## config.mk

```make
export PLATFORM = sky130hd
export DESIGN_NAME = decode_sched
export DESIGN_NICKNAME = d
export VERILOG_FILES = /design/src/rtl/decode_sched_pkg.sv /design/src/rtl/decode_sched_sel_decoder.sv /design/src/rtl/decode_sched.sv
export SDC_FILE = /design/constraint.sdc
export NUM_CORES = 1
export LEC_CHECK = 0
export ABC_AREA = 1
export BUFFER_PORTS_ARGS = -buffer_cell sky130_fd_sc_hd__buf_2
export CAP_MARGIN = 25
export CORE_ASPECT_RATIO = 1.5
export CORE_UTILIZATION = 30
export CTS_BUF_LIST = sky130_fd_sc_hd__clkbuf_8 sky130_fd_sc_hd__clkbuf_16
export DETAILED_ROUTE_END_ITERATION = 16
export PLACE_DENSITY = 0.54
export SYNTH_ARGS = -nofsm -noshare
export SYNTH_HDL_FRONTEND = slang
export SYNTH_HIERARCHICAL = 1
export SYNTH_SLANG_ARGS = --single-unit
```

## constraint.sdc

```tcl
create_clock -name clk -period 4.6 [get_ports clk]
set_clock_uncertainty 0.2 [all_clocks]
set_input_delay 0.92 -clock clk [delete_from_list [all_inputs] [get_ports clk]]
set_output_delay 0.92 -clock clk [all_outputs]
set_load 0.05 [all_outputs]
```

## src/rtl/decode_sched_pkg.sv

```systemverilog
// Shared constants and state encoding for the round-robin decode scheduler.
package decode_sched_pkg;
    localparam int NUM_REQ = 8;
    localparam int SEL_W   = 3;

    typedef enum logic [1:0] {
        IDLE    = 2'd0,
        ARB     = 2'd1,
        GRANT   = 2'd2,
        RELEASE = 2'd3
    } state_t;
endpackage

```

## src/rtl/decode_sched_sel_decoder.sv

```systemverilog
// One-hot grant decode: out has a single bit at select while valid, else zero.
module sel_decoder
    import decode_sched_pkg::*;
#(
    parameter int NUM_REQ = decode_sched_pkg::NUM_REQ
) (
    input  logic [SEL_W-1:0]   select,
    input  logic               valid,
    output logic [NUM_REQ-1:0] out
);
    always_comb begin
        out = '0;
        if (valid) out[select] = 1'b1;
    end
endmodule

```

## src/rtl/decode_sched.sv

```systemverilog
// Round-robin grant scheduler: arbitrate, hold a grant until done or hold
// timeout, then release for one cycle and rotate priority past the last grantee.
module decode_sched
    import decode_sched_pkg::*;
#(
    parameter int NUM_REQ  = decode_sched_pkg::NUM_REQ,
    parameter int MAX_HOLD = 16
) (
    input  logic               clk,
    input  logic               rst,
    input  logic               start,
    input  logic [NUM_REQ-1:0] req,
    input  logic               done,
    output logic [SEL_W-1:0]   select,
    output logic [NUM_REQ-1:0] out,
    output logic               valid,
    output logic               busy,
    output logic               timeout
);
    localparam int HOLD_W = (MAX_HOLD > 1) ? $clog2(MAX_HOLD) : 1;

    state_t            state;
    logic [SEL_W-1:0]  ptr;
    logic [HOLD_W-1:0] cnt;
    logic [SEL_W-1:0]  pick;
    logic [SEL_W-1:0]  idx;
    logic              found;

    // Search starts just past the last grantee; ptr itself is visited last.
    always_comb begin
        found = 1'b0;
        pick  = select;
        idx   = '0;
        for (int i = 1; i <= NUM_REQ; i++) begin
            idx = ptr + SEL_W'(i);
            if (!found && req[idx]) begin
                found = 1'b1;
                pick  = idx;
            end
        end
    end

    always_ff @(posedge clk or negedge rst) begin
        if (!rst) begin
            state   <= IDLE;
            select  <= '0;
            valid   <= 1'b0;
            busy    <= 1'b0;
            timeout <= 1'b0;
            cnt     <= '0;
            ptr     <= SEL_W'(NUM_REQ - 1);
        end else begin
            timeout <= 1'b0;
            case (state)
                IDLE: begin
                    if (start && |req) begin
                        state <= ARB;
                        busy  <= 1'b1;
                    end
                end
                ARB: begin
                    if (found) begin
                        select <= pick;
                        valid  <= 1'b1;
                        cnt    <= '0;
                        state  <= GRANT;
                    end else begin
                        state <= IDLE;
                        busy  <= 1'b0;
                    end
                end
                GRANT: begin
                    // done takes precedence, so a simultaneous expiry is not a timeout
                    if (done || cnt == HOLD_W'(MAX_HOLD - 1)) begin
                        timeout <= !done;
                        valid   <= 1'b0;
                        ptr     <= select;
                        cnt     <= '0;
                        state   <= RELEASE;
                    end else begin
                        cnt <= cnt + 1'b1;
                    end
                end
                RELEASE: begin
                    if (start && |req) begin
                        state <= ARB;
                    end else begin
                        state <= IDLE;
                        busy  <= 1'b0;
                    end
                end
                default: begin
                    state <= IDLE;
                    valid <= 1'b0;
                    busy  <= 1'b0;
                end
            endcase
        end
    end

    // out decodes from async-reset registers, so reset clears it without a clock
    sel_decoder #(.NUM_REQ(NUM_REQ)) u_dec (
        .select (select),
        .valid  (valid),
        .out    (out)
    );
endmodule

```

* Yosys cells after proc, flatten, opt, wreduce, memory -nomap -nowiden *
Cells that the tools add are included.

operators by class
  $add $sub $neg = 8
  magnitude comparators = 10
  equality and inequality tests = 9
  mux-type cells = 52
  reduce and logical (&&, ||, !) cells = 29

operators by type and width
  cell                   number
  $lt A3 B4 Y1 const B   9
  $mux W1                25
  $bmux W1 S3            8
  $mux W3                8
  $add A3 B3 Y3 const B  4
  $ne A2 B2 Y1 const B   5
  $logic_and A1 B1 Y1    9
  $logic_not A1 Y1       8
  $mux W4                2
  $mux W8                1
  $pmux W2 S4            1
  $pmux W4 S2            1
  $reduce_bool A8 Y1     1
  $reduce_or A8 Y1       1
  $add A3 B2 Y3 const B  2
  $mux W2                3
  $reduce_and A2 Y1      3
  $reduce_and A3 Y1      2
  $add A4 B1 Y4 const B  1
  $eq A2 B2 Y1 const B   2
  $eq A4 B4 Y1 const B   1
  $reduce_and A4 Y1      1
  $add A3 B1 Y3 const B  1
  $demux W1 S3           1
  other kinds (8)        8

storage, ports and cells
  bits in registers = 15
  input bits = 12
  output and inout bits = 14
  logic and storage cells = 115

* Logic depth before layout (Yosys ltp) *
  depth in word-level cells = 27
  mapped depth = 19
  depth with buffers taken out = 18

* By module *
The synthesis kept the hierarchy.

by module, submodules not included
  module        instances  cells each  area each (um^2)  seq. area each (um^2)
  decode_sched  1          233         1480.2            379.1
  sel_decoder   1          17          63.8              0.0

* Least setup slack after synthesis *
OpenSTA, ideal clock, no wires.

  path kind = register to output
  from = reg select[0]
  to = out out[1]
  data arrival time = 1530 ps
  required time = 3480 ps
  path slack = 1950 ps
  cell stages (with the launch flop) = 3
  path buffers = 0
  path through = dfrtp_1 -> nand2_1 -> nor2_1

on the way
  cells in the longest elaborated chain, start to end = 5
  elaborated cells between the ends (all ways) = 6
  classes of those cells = order compare (2); mux (3); reduce/logical (1)

ends and longest elaborated chain
  element                                                                    RTL line                        source
  from (decl)                                                                decode_sched.sv:14              output logic [SEL_W-1:0] select,
  from (signal assigned)                                                     decode_sched.sv:63              select <= pick;
  $lt A3 B4 Y1 (implied by the code) / $ge A3 B1 Y1 (equally long branches)  decode_sched_sel_decoder.sv:13  if (valid) out[select] = 1'b1;
  $logic_and A1 B1 Y1 (implied by the code)                                  decode_sched_sel_decoder.sv:13
  $mux W1 (implied by the code)                                              decode_sched_sel_decoder.sv:13
  $demux W1 S3 *                                                             -
  $mux W8 *                                                                  decode_sched_sel_decoder.sv:13
  to (decl)                                                                  decode_sched.sv:15              output logic [NUM_REQ-1:0] out,

Every way passes the cells marked *; elsewhere a longest branch is shown, timed or not.

* Final worst setup path *
  from = reg ptr[0]
  to = reg select[0]

on the way
  cells in the longest elaborated chain, start to end = 26
  elaborated cells between the ends (all ways) = 55
  classes of those cells = add/sub (7); mux (32); reduce/logical (16)

ends and longest elaborated chain
  element                                                                RTL line            source
  from (decl)                                                            decode_sched.sv:23  logic [SEL_W-1:0] ptr;
  from (signal assigned)                                                 decode_sched.sv:51  ptr <= SEL_W'(NUM_REQ - 1);
  from (signal assigned)                                                 decode_sched.sv:77  ptr <= select;
  $add A3 B1 Y3                                                          decode_sched.sv:35  idx = ptr + SEL_W'(i);
  $bmux W1 S3                                                            decode_sched.sv:36  if (!found && req[idx]) begin
  $mux W1 (implied by the code)                                          decode_sched.sv:36
  $mux W1                                                                decode_sched.sv:36
  $logic_not A1 Y1                                                       decode_sched.sv:36
  $logic_and A1 B1 Y1                                                    decode_sched.sv:36
  $mux W1                                                                decode_sched.sv:36
  $logic_not A1 Y1                                                       decode_sched.sv:36
  (+10 left out)                                                         -
  $mux W1                                                                decode_sched.sv:36
  $logic_not A1 Y1                                                       decode_sched.sv:36
  $logic_and A1 B1 Y1                                                    decode_sched.sv:36
  $mux W1                                                                decode_sched.sv:36
  $logic_not A1 Y1                                                       decode_sched.sv:36
  $logic_and A1 B1 Y1                                                    decode_sched.sv:36
  $reduce_bool A8 Y1 (no source line) / $mux W1 (equally long branches)  -
  $reduce_and A3 Y1 (no source line)                                     -

Several ways; a longest one is shown, not always the timed one. The select of a mux whose other input is x is not followed.
A chain may end at the register's enable or synchronous reset.

==> results.yml <==
worst_setup_path:
  r2r_slack_ns: 1.68
  crit_top_cell: "nand2_1"
  cp-startpoint: "ptr[0]"
  rr_worst_depth: 16
  endpoint: "select[0]"
  crit_required_ns: 4.55
  cp.depth: 16
  crit_type: "flip-flop to flip-flop"
  crit_path_cell_trace: "inv_2, ha_1, inv_1, nand3_1, nand2_2, nand2_2, nand2_4, nand3_4, nor2_4, nand3_1, nand2_1, nand2_1, nand2_1, nand2_1, nand2_1, nand2_1"
  arrival_ns: 2.87
  reg2reg_from: "ptr[0]"
  cp_top_family: "simple AND/OR/NAND/NOR gates"
  worstPathMaxFanout: 14
  critPathBufInv: 2
  worstSetupStartpointType: "flip-flop"
  endpoint_kind: "flip-flop"
  slowest_stage: "dfstp_2"
  worstReg2RegEnd: "select[0]"
  critical-path-max-stage-delay_ns: 0.68
clock_tree:
  cts_tree: "done"
  cts_hold_buf: 0
  root_buffer: "clkbuf_8"
  clock_latency_ns: 0.25
  cts_buffer_depth: 2
  post_cts_resized: 0
  post_cts_buffers: 0
  cts_sinks: 15
  clkTransAtPathRegs_ns: 0.06
  cts_buffers: 3
  cts_max_level: 1
logic_synthesis:
  synthTopCellsByArea: "nand2_1 (23%), dfrtp_1 (19%), nand3_1 (13%)"
  async_flop_share_pct: 100
  ys_types: 26
  yosys_warnings: 6
  synth_ff_type: "dfrtp_1"
  synth_largest_area_cell: "nand2_1"
  syn_nets: 265
  synth_cells: 250
  synth_top_area_share_pct: 22.9
  synth_seq_cells: 15
  synth_common_cells: "nand2_1 (94), nand3_1 (40), inv_1 (22)"
  synth.cell_area_um2: 1540
  synth_edf_count: 0
  avgSynthCellArea_um2: 6.18
  yosys.cell_count.top_type: "nand2_1"
  seq_area_frac_synth_pct: 24.6
global_route:
  grt_pass1_wl_um: 7210
  grt_overflow: 0
  grt_usage_pct: 17.1
  antenna_found_initial: 0
  grt_max_degree: 16
  grt_pass1_vias: 1682
layout:
  fillCellCount: 575
  area_growth_pct: 14.3
  multi_input_area_um2: 1040
  drive_gt1_share_pct: 22.2
  final_core_utilization_pct: 36.1
  finalNetCount: 291
  n_antenna_cell: 0
  regArea_um2: 379
sta:
  worstMarginPinSlew_ns: 0.463
  drv_slew: 0
  grt_setup_unrepaired: "no"
  setup_viol: 0
  relSlewSlack_pct: 69.0
  max_freq_mhz: 343
  worst_slack_ns: 1.68
  whs_ns: 0.295
  tns_ns: 0
  finalCritPeriodShare_pct: 63.4
  hold_viol_final: 0
  min_period_ns: 2.92
placed_design:
  place.gp.congestion: 0.852
  hpwl_um: 3390
  placement.io_buffers: 25
  dp_slack_ns: 1.69
die:
  rows: 31
  chipHeight_um: 89.9
  num_io_pins: 26
  die_x_um: 60.6
  start_util_pct: 31.6
  coreArea_um2: 4890
  die_area_um2: 5440
drt:
  vias: 1653
  drc_errors: 0
  finalWirelength_um: 4060
  vias_per_cell: 4.85
  dr.pass1.iters: 4
  drtAntennaViolNets: 0
  wire_per_inst_um: 11.9
  drt_iter0_drc: 57
job:
  max_cap_violations: 0
min_path:
  hold_path_class: "flip-flop to flip-flop"
  whs_path_depth: 2
  min_from: "busy"
run_status:
  outcome: "finished, final reports clean"
-- cells in the final DEF (no fill, tap or decap), types with 2 or more instances in the layout --
| cell type | count |
|---|---|
| a21oi_1 | 4 |
| buf_2 | 25 |
| clkbuf_8 | 3 |
| dfrtp_1 | 12 |
| dfstp_2 | 3 |
| ha_1 | 3 |
| inv_1 | 22 |
| inv_2 | 3 |
| nand2_1 | 94 |
| nand2_2 | 14 |
| nand3_1 | 40 |
| nand3_2 | 3 |
| nand4_1 | 5 |
| nor2_1 | 19 |
| nor2_4 | 3 |
| o21ai_0 | 10 |
| xor2_1 | 2 |
-- final cells by class --
| class | count | area share, % |
|---|---|---|
| clock buffer | 3 | 2.34 |
| clock inverter | 1 | 0.284 |
| inverter | 25 | 5.32 |
| multi-input combinational | 206 | 58.8 |
| sequential | 15 | 21.5 |
| tap | 66 | 4.68 |
| timing repair buffer | 25 | 7.09 |
-- per-stage QoR --
step	instance area, um2	cells
after detailed placement	1720	337
after global routing	1760	341
after floorplan	1540	250
after global placement	1720	337
final	1760	341
after CTS	1760	341
-- metal layers --
metal  GRT usage, %  vias to the layer above  part of all wire (%)
li1               -                      851                     -
met1           18.0                      774                    39
met2           32.7                       21                    57
met3          0.863                        7                   1.6
met4           7.58                        0                   2.5
met5              0                        -                     0
-- registers in the layout, indices dropped and copies added (netlist names), named ones only --
name	flops
timeout	1
valid	1
state	1
cnt	4
ptr	3
busy	1
select	3
-- how the worst min path moves through the flow --
stage | slack (ns) | end
CTS | 0.30 | busy
finish | 0.30 | busy
global placement | 0.27 | busy
floorplan | 0.27 | cnt[0]
detailed placement | 0.28 | busy
global route | 0.34 | busy
-- worst register-to-register path, stage by stage, from the launching register on --
cell	delay (ns)
dfstp_2	0.68
inv_2	0.18
ha_1	0.42
inv_1	0.20
nand3_1	0.14
nand2_2	0.11
nand2_2	0.07
nand2_4	0.11
nand3_4	0.10
nor2_4	0.14
nand3_1	0.11
nand2_1	0.09
nand2_1	0.05
nand2_1	0.05
nand2_1	0.04
nand2_1	0.06
nand2_1	0.05
-- cells by family after synthesis --
group                      count (synthesis)  share of synthesized area (%)
AOI/OAI and AO/OA                         16                           5.75
adders and majority gates                  3                           2.43
and+or+nand+nor                          183                           56.2
DFF                                       15                           24.6
buffers and inverters                     29                           8.27
xor gates and xnor gates                   4                           2.76
Power is left out: the tool's default activity adds up to more than one toggle a clock period on the data nets, which glitch-free logic cannot reach.
